--- src/rtl/hazard_ctrl_if.sv ---
// Pipeline hazard bus: hazard-detection inputs from the ID/EX/MEM stages and
// the write-enable / bubble controls returned to the pipeline registers.
interface hazard_ctrl_if;
  // Hazard sources
  logic [4:0] id_rs;
  logic [4:0] id_rt;
  logic       id_uses_rt;
  logic       idex_memread;
  logic [4:0] idex_rt;
  logic       branch_taken;
  logic       mem_busy;

  // Pipeline register controls
  logic       pc_write;
  logic       ifid_write;
  logic       ifid_flush;
  logic       idex_write;
  logic       idex_flush;
  logic       exmem_write;
  logic       memwb_flush;

  // Controller side
  modport slave (
    input  id_rs, id_rt, id_uses_rt, idex_memread, idex_rt, branch_taken, mem_busy,
    output pc_write, ifid_write, ifid_flush, idex_write, idex_flush, exmem_write, memwb_flush
  );

  // Pipeline side
  modport master (
    output id_rs, id_rt, id_uses_rt, idex_memread, idex_rt, branch_taken, mem_busy,
    input  pc_write, ifid_write, ifid_flush, idex_write, idex_flush, exmem_write, memwb_flush
  );
endinterface

--- src/rtl/hazard_ctrl.sv ---
// Pipeline sequencing controller for the 5-stage core: post-reset bubble fill,
// load-use stalls, taken-branch flushes, data-memory waits with a timeout that
// halts the core, and saturating stall/flush performance counters.
module hazard_ctrl #(
  parameter int INIT_CYCLES = 5,
  parameter int MEM_TIMEOUT = 64,
  parameter int CNT_W       = 16
) (
  input  logic             clk,
  input  logic             rst,        // asynchronous, active-low
  hazard_ctrl_if.slave     hz,
  input  logic             cnt_clear,
  output logic [CNT_W-1:0] stall_cnt,
  output logic [CNT_W-1:0] flush_cnt,
  output logic             mem_err,
  output logic [1:0]       state_o
);

  typedef enum logic [1:0] {
    S_INIT     = 2'd0,
    S_RUN      = 2'd1,
    S_MEM_WAIT = 2'd2,
    S_ERR      = 2'd3
  } state_e;

  typedef struct packed {
    logic pc_write;
    logic ifid_write;
    logic ifid_flush;
    logic idex_write;
    logic idex_flush;
    logic exmem_write;
    logic memwb_flush;
  } ctl_t;

  localparam ctl_t CTL_NORMAL = '{pc_write: 1'b1, ifid_write: 1'b1, ifid_flush: 1'b0,
                                  idex_write: 1'b1, idex_flush: 1'b0, exmem_write: 1'b1,
                                  memwb_flush: 1'b0};
  localparam ctl_t CTL_INIT   = '{pc_write: 1'b0, ifid_write: 1'b1, ifid_flush: 1'b1,
                                  idex_write: 1'b1, idex_flush: 1'b1, exmem_write: 1'b1,
                                  memwb_flush: 1'b1};
  localparam ctl_t CTL_FREEZE = '{pc_write: 1'b0, ifid_write: 1'b0, ifid_flush: 1'b0,
                                  idex_write: 1'b0, idex_flush: 1'b0, exmem_write: 1'b0,
                                  memwb_flush: 1'b1};
  // Load-use stall and the halted/draining state share the same control set.
  localparam ctl_t CTL_STALL  = '{pc_write: 1'b0, ifid_write: 1'b0, ifid_flush: 1'b0,
                                  idex_write: 1'b1, idex_flush: 1'b1, exmem_write: 1'b1,
                                  memwb_flush: 1'b0};
  localparam ctl_t CTL_BRANCH = '{pc_write: 1'b1, ifid_write: 1'b1, ifid_flush: 1'b1,
                                  idex_write: 1'b1, idex_flush: 1'b0, exmem_write: 1'b1,
                                  memwb_flush: 1'b0};

  localparam int INIT_W = $clog2(INIT_CYCLES + 1);
  localparam int WAIT_W = $clog2(MEM_TIMEOUT + 1);
  localparam logic [INIT_W-1:0] INIT_LAST = INIT_W'(INIT_CYCLES - 1);
  localparam logic [WAIT_W-1:0] WAIT_MAX  = WAIT_W'(MEM_TIMEOUT);
  localparam logic [WAIT_W-1:0] WAIT_ONE  = WAIT_W'(1);

  state_e             state_q, state_d;
  logic [INIT_W-1:0]  init_cnt_q, init_cnt_d;
  logic [WAIT_W-1:0]  wait_cnt_q, wait_cnt_d;
  logic [CNT_W-1:0]   stall_cnt_q, stall_cnt_d;
  logic [CNT_W-1:0]   flush_cnt_q, flush_cnt_d;
  logic               mem_err_q, mem_err_d;

  ctl_t ctl;
  logic apply_rules;
  logic load_use;
  logic flush_fire;
  logic stall_inc;

  // Load in EX writing a register the ID instruction reads; r0 never hazards.
  assign load_use = hz.idex_memread && (hz.idex_rt != 5'd0) &&
                    ((hz.idex_rt == hz.id_rs) || (hz.id_uses_rt && (hz.idex_rt == hz.id_rt)));

  // Next-state and same-cycle pipeline controls.
  always_comb begin
    // NOTE: every variable gets a default first so no path infers a latch.
    ctl         = CTL_NORMAL;
    state_d     = state_q;
    init_cnt_d  = init_cnt_q;
    wait_cnt_d  = wait_cnt_q;
    mem_err_d   = mem_err_q;
    apply_rules = 1'b0;
    flush_fire  = 1'b0;

    unique case (state_q)
      S_INIT: begin
        ctl = CTL_INIT;
        if (init_cnt_q == INIT_LAST) state_d = S_RUN;
        else                         init_cnt_d = init_cnt_q + 1'b1;
      end
      S_RUN: begin
        if (hz.mem_busy) begin
          ctl        = CTL_FREEZE;
          state_d    = S_MEM_WAIT;
          wait_cnt_d = WAIT_ONE;
        end else begin
          apply_rules = 1'b1;
        end
      end
      S_MEM_WAIT: begin
        if (!hz.mem_busy) begin
          apply_rules = 1'b1;
          state_d     = S_RUN;
        end else begin
          ctl = CTL_FREEZE;
          if (wait_cnt_q == WAIT_MAX) begin
            state_d   = S_ERR;
            mem_err_d = 1'b1;
          end else begin
            wait_cnt_d = wait_cnt_q + 1'b1;
          end
        end
      end
      S_ERR: begin
        ctl = CTL_STALL;
      end
      default: ;
    endcase

    // Load-use stall beats a taken branch; the branch re-resolves next cycle.
    if (apply_rules) begin
      if (load_use) begin
        ctl = CTL_STALL;
      end else if (hz.branch_taken) begin
        ctl        = CTL_BRANCH;
        flush_fire = 1'b1;
      end
    end

    stall_inc = ((state_q == S_RUN) || (state_q == S_MEM_WAIT)) && !ctl.pc_write;
  end

  // Saturating performance counters; clear wins over a same-cycle increment.
  always_comb begin
    stall_cnt_d = stall_cnt_q;
    flush_cnt_d = flush_cnt_q;
    if (cnt_clear) begin
      stall_cnt_d = '0;
      flush_cnt_d = '0;
    end else begin
      if (stall_inc  && (stall_cnt_q != '1)) stall_cnt_d = stall_cnt_q + 1'b1;
      if (flush_fire && (flush_cnt_q != '1)) flush_cnt_d = flush_cnt_q + 1'b1;
    end
  end

  // State, sequencing counters, perf counters and sticky error.
  always_ff @(posedge clk or negedge rst) begin
    if (!rst) begin
      state_q     <= S_INIT;
      init_cnt_q  <= '0;
      wait_cnt_q  <= '0;
      stall_cnt_q <= '0;
      flush_cnt_q <= '0;
      mem_err_q   <= 1'b0;
    end else begin
      // NOTE: non-blocking so every flop samples pre-edge values.
      state_q     <= state_d;
      init_cnt_q  <= init_cnt_d;
      wait_cnt_q  <= wait_cnt_d;
      stall_cnt_q <= stall_cnt_d;
      flush_cnt_q <= flush_cnt_d;
      mem_err_q   <= mem_err_d;
    end
  end

  assign hz.pc_write    = ctl.pc_write;
  assign hz.ifid_write  = ctl.ifid_write;
  assign hz.ifid_flush  = ctl.ifid_flush;
  assign hz.idex_write  = ctl.idex_write;
  assign hz.idex_flush  = ctl.idex_flush;
  assign hz.exmem_write = ctl.exmem_write;
  assign hz.memwb_flush = ctl.memwb_flush;

  assign stall_cnt = stall_cnt_q;
  assign flush_cnt = flush_cnt_q;
  assign mem_err   = mem_err_q;
  assign state_o   = state_q;

endmodule

--- src/flat_wrapper.sv ---
// flat-port wrapper written by rule: the top's interface ports become plain ports
module hazard_ctrl_flat 
#(
  parameter int INIT_CYCLES = 5,
  parameter int MEM_TIMEOUT = 64,
  parameter int CNT_W       = 16
)
  (clk, rst, cnt_clear, stall_cnt, flush_cnt, mem_err, state_o, hz_id_rs, hz_id_rt, hz_id_uses_rt, hz_idex_memread, hz_idex_rt, hz_branch_taken, hz_mem_busy, hz_pc_write, hz_ifid_write, hz_ifid_flush, hz_idex_write, hz_idex_flush, hz_exmem_write, hz_memwb_flush);
  hazard_ctrl_if hz_i ();
  input  logic clk;
  input  logic rst;
  input  logic cnt_clear;
  output logic [CNT_W-1:0] stall_cnt;
  output logic [CNT_W-1:0] flush_cnt;
  output logic mem_err;
  output logic [1:0] state_o;
  input wire logic [$bits(hz_i.id_rs)-1:0] hz_id_rs;
  input wire logic [$bits(hz_i.id_rt)-1:0] hz_id_rt;
  input wire logic [$bits(hz_i.id_uses_rt)-1:0] hz_id_uses_rt;
  input wire logic [$bits(hz_i.idex_memread)-1:0] hz_idex_memread;
  input wire logic [$bits(hz_i.idex_rt)-1:0] hz_idex_rt;
  input wire logic [$bits(hz_i.branch_taken)-1:0] hz_branch_taken;
  input wire logic [$bits(hz_i.mem_busy)-1:0] hz_mem_busy;
  output wire logic [$bits(hz_i.pc_write)-1:0] hz_pc_write;
  output wire logic [$bits(hz_i.ifid_write)-1:0] hz_ifid_write;
  output wire logic [$bits(hz_i.ifid_flush)-1:0] hz_ifid_flush;
  output wire logic [$bits(hz_i.idex_write)-1:0] hz_idex_write;
  output wire logic [$bits(hz_i.idex_flush)-1:0] hz_idex_flush;
  output wire logic [$bits(hz_i.exmem_write)-1:0] hz_exmem_write;
  output wire logic [$bits(hz_i.memwb_flush)-1:0] hz_memwb_flush;
  assign hz_i.id_rs = hz_id_rs;
  assign hz_i.id_rt = hz_id_rt;
  assign hz_i.id_uses_rt = hz_id_uses_rt;
  assign hz_i.idex_memread = hz_idex_memread;
  assign hz_i.idex_rt = hz_idex_rt;
  assign hz_i.branch_taken = hz_branch_taken;
  assign hz_i.mem_busy = hz_mem_busy;
  assign hz_pc_write = hz_i.pc_write;
  assign hz_ifid_write = hz_i.ifid_write;
  assign hz_ifid_flush = hz_i.ifid_flush;
  assign hz_idex_write = hz_i.idex_write;
  assign hz_idex_flush = hz_i.idex_flush;
  assign hz_exmem_write = hz_i.exmem_write;
  assign hz_memwb_flush = hz_i.memwb_flush;
  hazard_ctrl #(.INIT_CYCLES(INIT_CYCLES), .MEM_TIMEOUT(MEM_TIMEOUT), .CNT_W(CNT_W)) u_core (.clk(clk), .rst(rst), .hz(hz_i), .cnt_clear(cnt_clear), .stall_cnt(stall_cnt), .flush_cnt(flush_cnt), .mem_err(mem_err), .state_o(state_o));
endmodule
--- config.mk ---
export PLATFORM = sky130hd
export DESIGN_NAME = hazard_ctrl_flat
export DESIGN_NICKNAME = d
export VERILOG_FILES = /design/src/rtl/hazard_ctrl_if.sv /design/src/rtl/hazard_ctrl.sv /design/src/flat_wrapper.sv
export SDC_FILE = /design/constraint.sdc
export NUM_CORES = 1
export LEC_CHECK = 0
export ABC_AREA = 1
export CAP_MARGIN = 5
export CORE_ASPECT_RATIO = 1.4
export CORE_MARGIN = 1.5
export CORE_UTILIZATION = 56
export DETAILED_ROUTE_END_ITERATION = 8
export PLACE_DENSITY = 0.93
export SLEW_MARGIN = 30
export SYNTH_ARGS = -nofsm -noshare
export SYNTH_HDL_FRONTEND = slang
export SYNTH_SLANG_ARGS = --single-unit
--- constraint.sdc ---
create_clock -name clk -period 6.2 [get_ports clk]
set_clock_uncertainty 0.15 [all_clocks]
set_input_delay 1.24 -clock clk [delete_from_list [all_inputs] [get_ports clk]]
set_output_delay 1.24 -clock clk [all_outputs]
set_load 0.01 [all_outputs]
==> summary.md <==
| Metric | Value |
|---|---|
| Iteration-0 DRC count of the detailed router | 153 |
| Critical-path cell list | clkdlybuf4s50_1, inv_1, nand4_1, o21ai_0, inv_1, nand2_2, nand2_2, nand2_1, o21a_1, clkdlybuf4s50_1 |
| Core Rows | 32 |
| Synthesized flop and latch total | 45 |
| Status | complete, no violations |
| Post-route cell area | 0.003926 mm2 |
| H-Tree Depth | 2 |
| Reg2reg path depth | 8 |
| # DRC | 0 |
| Die Y | 92.14 um |
| Clk buf depth | 2 |
| Max Cap Violations | 0 |
| Top_reg_cell synth | dfrtp_1 |
| WS Path Type | in2out |
| Fin cells | 579 |
| Worst Hold Class | reg2reg |
| Initial DRT Pass Iterations | 5 |
| Post-CTS resize count | 0 |
| Hold buffer count at cts | 0 |
| Relative slew slack | 51.43% |
| Crit. End Element | primary output |
| Remaining global-route overflow | 0 |
| CP max stage delay | 0.53 ns |
| Nets@finish | 544 |
| Final hold violation count | 0 |
| Syn Area/Cell | 7.031 um2 |
| R2r setup slk | 3.81 ns |
| Post-synth top area share | 35.43% |
| Ranking of synthesized cells by area | dfrtp_1, nand2_1, nand3_1 |
| CP startpoint kind | input port |
| Wirelength per Cell | 12.86 um |
| CTS tree | built |
| Max VDD drop | 366.1 uV |
| PD cells | 263.9 mW/mm2 |
| Count of final setup violators | 0 |
| Largest net degree at the start of global routing | 46 |
| GRT Total Usage | 25.96% |
| I/O pin count | 64 |
| Dpl cells | 571 |
| Final WL | 7445 um |
| Clock-pin slew on the worst setup and hold paths | 0.09 ns |
| Highest Clock Rate | 210.2 MHz |
| Vias per cell | 5.339 |
| Port Buffers | 63 |
| Vias in the first global route | 2987 |
| RSZ-0062 raised after global routing | no |
| Root buf cell | clkbuf_8 |
| Via count | 3091 |
| Top cells by count, synth | nand2_1, inv_1, nand3_1, nor2_1, dfrtp_1 |
| Final-report max-slew violation count | 0 |
| N_diodes | 0 |
| Die Wd | 66.67 um |
| CP max stage cell | clkdlybuf4s50_1 |
| Initial antenna violation count | 0 |
| Sequential fraction of the synthesis area | 35.43% |
| Count of cell types in the netlist | 27 |
| Post-Syn Instances | 452 |
| Number of CTS-inserted buffers | 5 |
| Crit path required time | 4.81 ns |
| GP Congestion | 0.8174 |
| Synth-to-layout area growth | 23.54% |
| Yosys Warn Count | 0 |
| Async set or reset register ratio after synthesis | 100.0% |
| Full die area | 0.006143 mm2 |
| First-pass GRT wire length | 12690 um |
| Setup TNS | 0 ns |
| Setup bufs post-CTS | 0 |
| CORE AREA | 0.005485 mm2 |
| Final worst path period share | 76.75% |
| Initial Util | 57.94% |
| Share of post-route cells with drive strength above 1 | 4.892% |
| Syn Std Cell Area | 0.003178 mm2 |
| Worst-path maximum fanout | 19 |
| Post-route ant nets | 0 |
| EDFF count, synth | 0 |
| Worst-Margin Slew | 0.7278 ns |
| Clk_lat worst skew | 0.30 ns |
| Tmin final | 4.758 ns |
| Most frequent cell after synthesis | nand2_1 |
| Syn Nets | 486 |
| CP arrival | 3.37 ns |
| P_leak | 2.003 nW |
| Clock sinks | 45 |
| Hold Path Cell Cnt | 1 |
| Placed inst area | 0.003810 mm2 |
| Area leader, netlist | dfrtp_1 |
| Post-DP HPWL | 5346 um |
layer usage:
metal / wire [um] / part of all wire, % / track usage, % / vias to the layer above
li1: - / - / - / 1545
met1: 3011 / 40 / 29.84 / 1434
met2: 3953 / 53 / 47.50 / 97
met3: 337 / 4.5 / 3.681 / 15
met4: 142 / 1.9 / 9.184 / 0
met5: 0 / 0 / 0 / -
report_power, final:
part	switching [W]	internal, W	leakage (nW)
logic	0.000263	0.000174	1.33
registers	0.0000402	0.000328	0.611
clock network	0.0000991	0.000131	0.0585
stage by stage:
step / setup slack [ns] / power, W / util (%) / hold slack (ns)
floorplan: 2.667 / 0.0006569 / - / 0.2947
global placement: 1.554 / 0.0007877 / 69.41 / 0.3148
detailed placement: 1.483 / 0.0008044 / 69.46 / 0.3165
CTS: 1.435 / 0.001039 / 71.58 / 0.3333
global route: 1.246 / 0.001103 / 71.58 / 0.3437
finish: 1.442 / 0.001036 / 71.58 / 0.3354
critical path, delay by kind of cell:
family / cells / cell delay (ns)
buffers and inverters: 4 / 1.16
AO/OA/AOI/OAI: 2 / 0.32
AND/OR/NAND/NOR: 4 / 0.64
cells in the final DEF, fill, tap and decap left out:
cell             synthesis  final
inv_2                    2      2
o21ai_0                 10     10
nor2_2                   5      5
nand4_1                 25     25
ha_1                    12     12
inv_1                   60     60
o31ai_1                  1      1
nand2_1                131    131
nand3_4                  2      2
a211oi_1                 1      1
nand3_1                 51     51
clkbuf_1                 4      1
xor2_1                  21     21
a21oi_1                  3      3
nand2_4                  2      2
nor3_1                   4      4
nand2_2                  2      2
bufinv_16                0      1
o21a_1                   1      1
nand3_2                  1      1
clkbuf_8                 0      6
nor2_4                   2      2
o21bai_1                 1      1
nor2_1                  51     51
buf_4                    4      2
dfrtp_1                 45     45
xnor2_1                  6      6
clkdlybuf4s50_1          0     62
flip-flops by register name (all words and copies together), names as in the netlist:
signal / flops
u_core.stall_cnt: 16
u_core.flush_cnt: 16
u_core.state_o: 2
u_core.init_cnt_q: 3
u_core.mem_err: 1
u_core.wait_cnt_q: 7
layout make-up:
| class | count | area, um2 |
|---|---|---|
| repair buffers | 64 | 635.6 |
| flip-flops and latches | 45 | 1126 |
| well taps | 68 | 85.08 |
| clock inverters | 1 | 30.03 |
| multi-input cells | 332 | 1730 |
| fillers | 430 | 1559 |
| clock buffers | 7 | 86.33 |
| inverters | 62 | 232.7 |
final timing paths:
check                                     startpoint              endpoint
min in group asynchronous                        rst   u_core.flush_cnt[3]
worst min register to register  u_core.init_cnt_q[2]  u_core.init_cnt_q[2]
worst max-delay path                   hz_idex_rt[1]         hz_ifid_flush
worst min-delay path            u_core.init_cnt_q[2]  u_core.init_cnt_q[2]
worst max register to register     u_core.state_o[1]   u_core.stall_cnt[3]
max in group asynchronous                        rst  u_core.flush_cnt[14]
kinds of logic after synthesis:
kind of cell    share of synthesized area (%)
buf+inv                                 10.12
xor+xnor                                7.441
fa+ha+maj                               4.724
flops                                   35.43
compound gates                          2.992
simple gates                            39.29
Power figures use the tool's default switching activity.
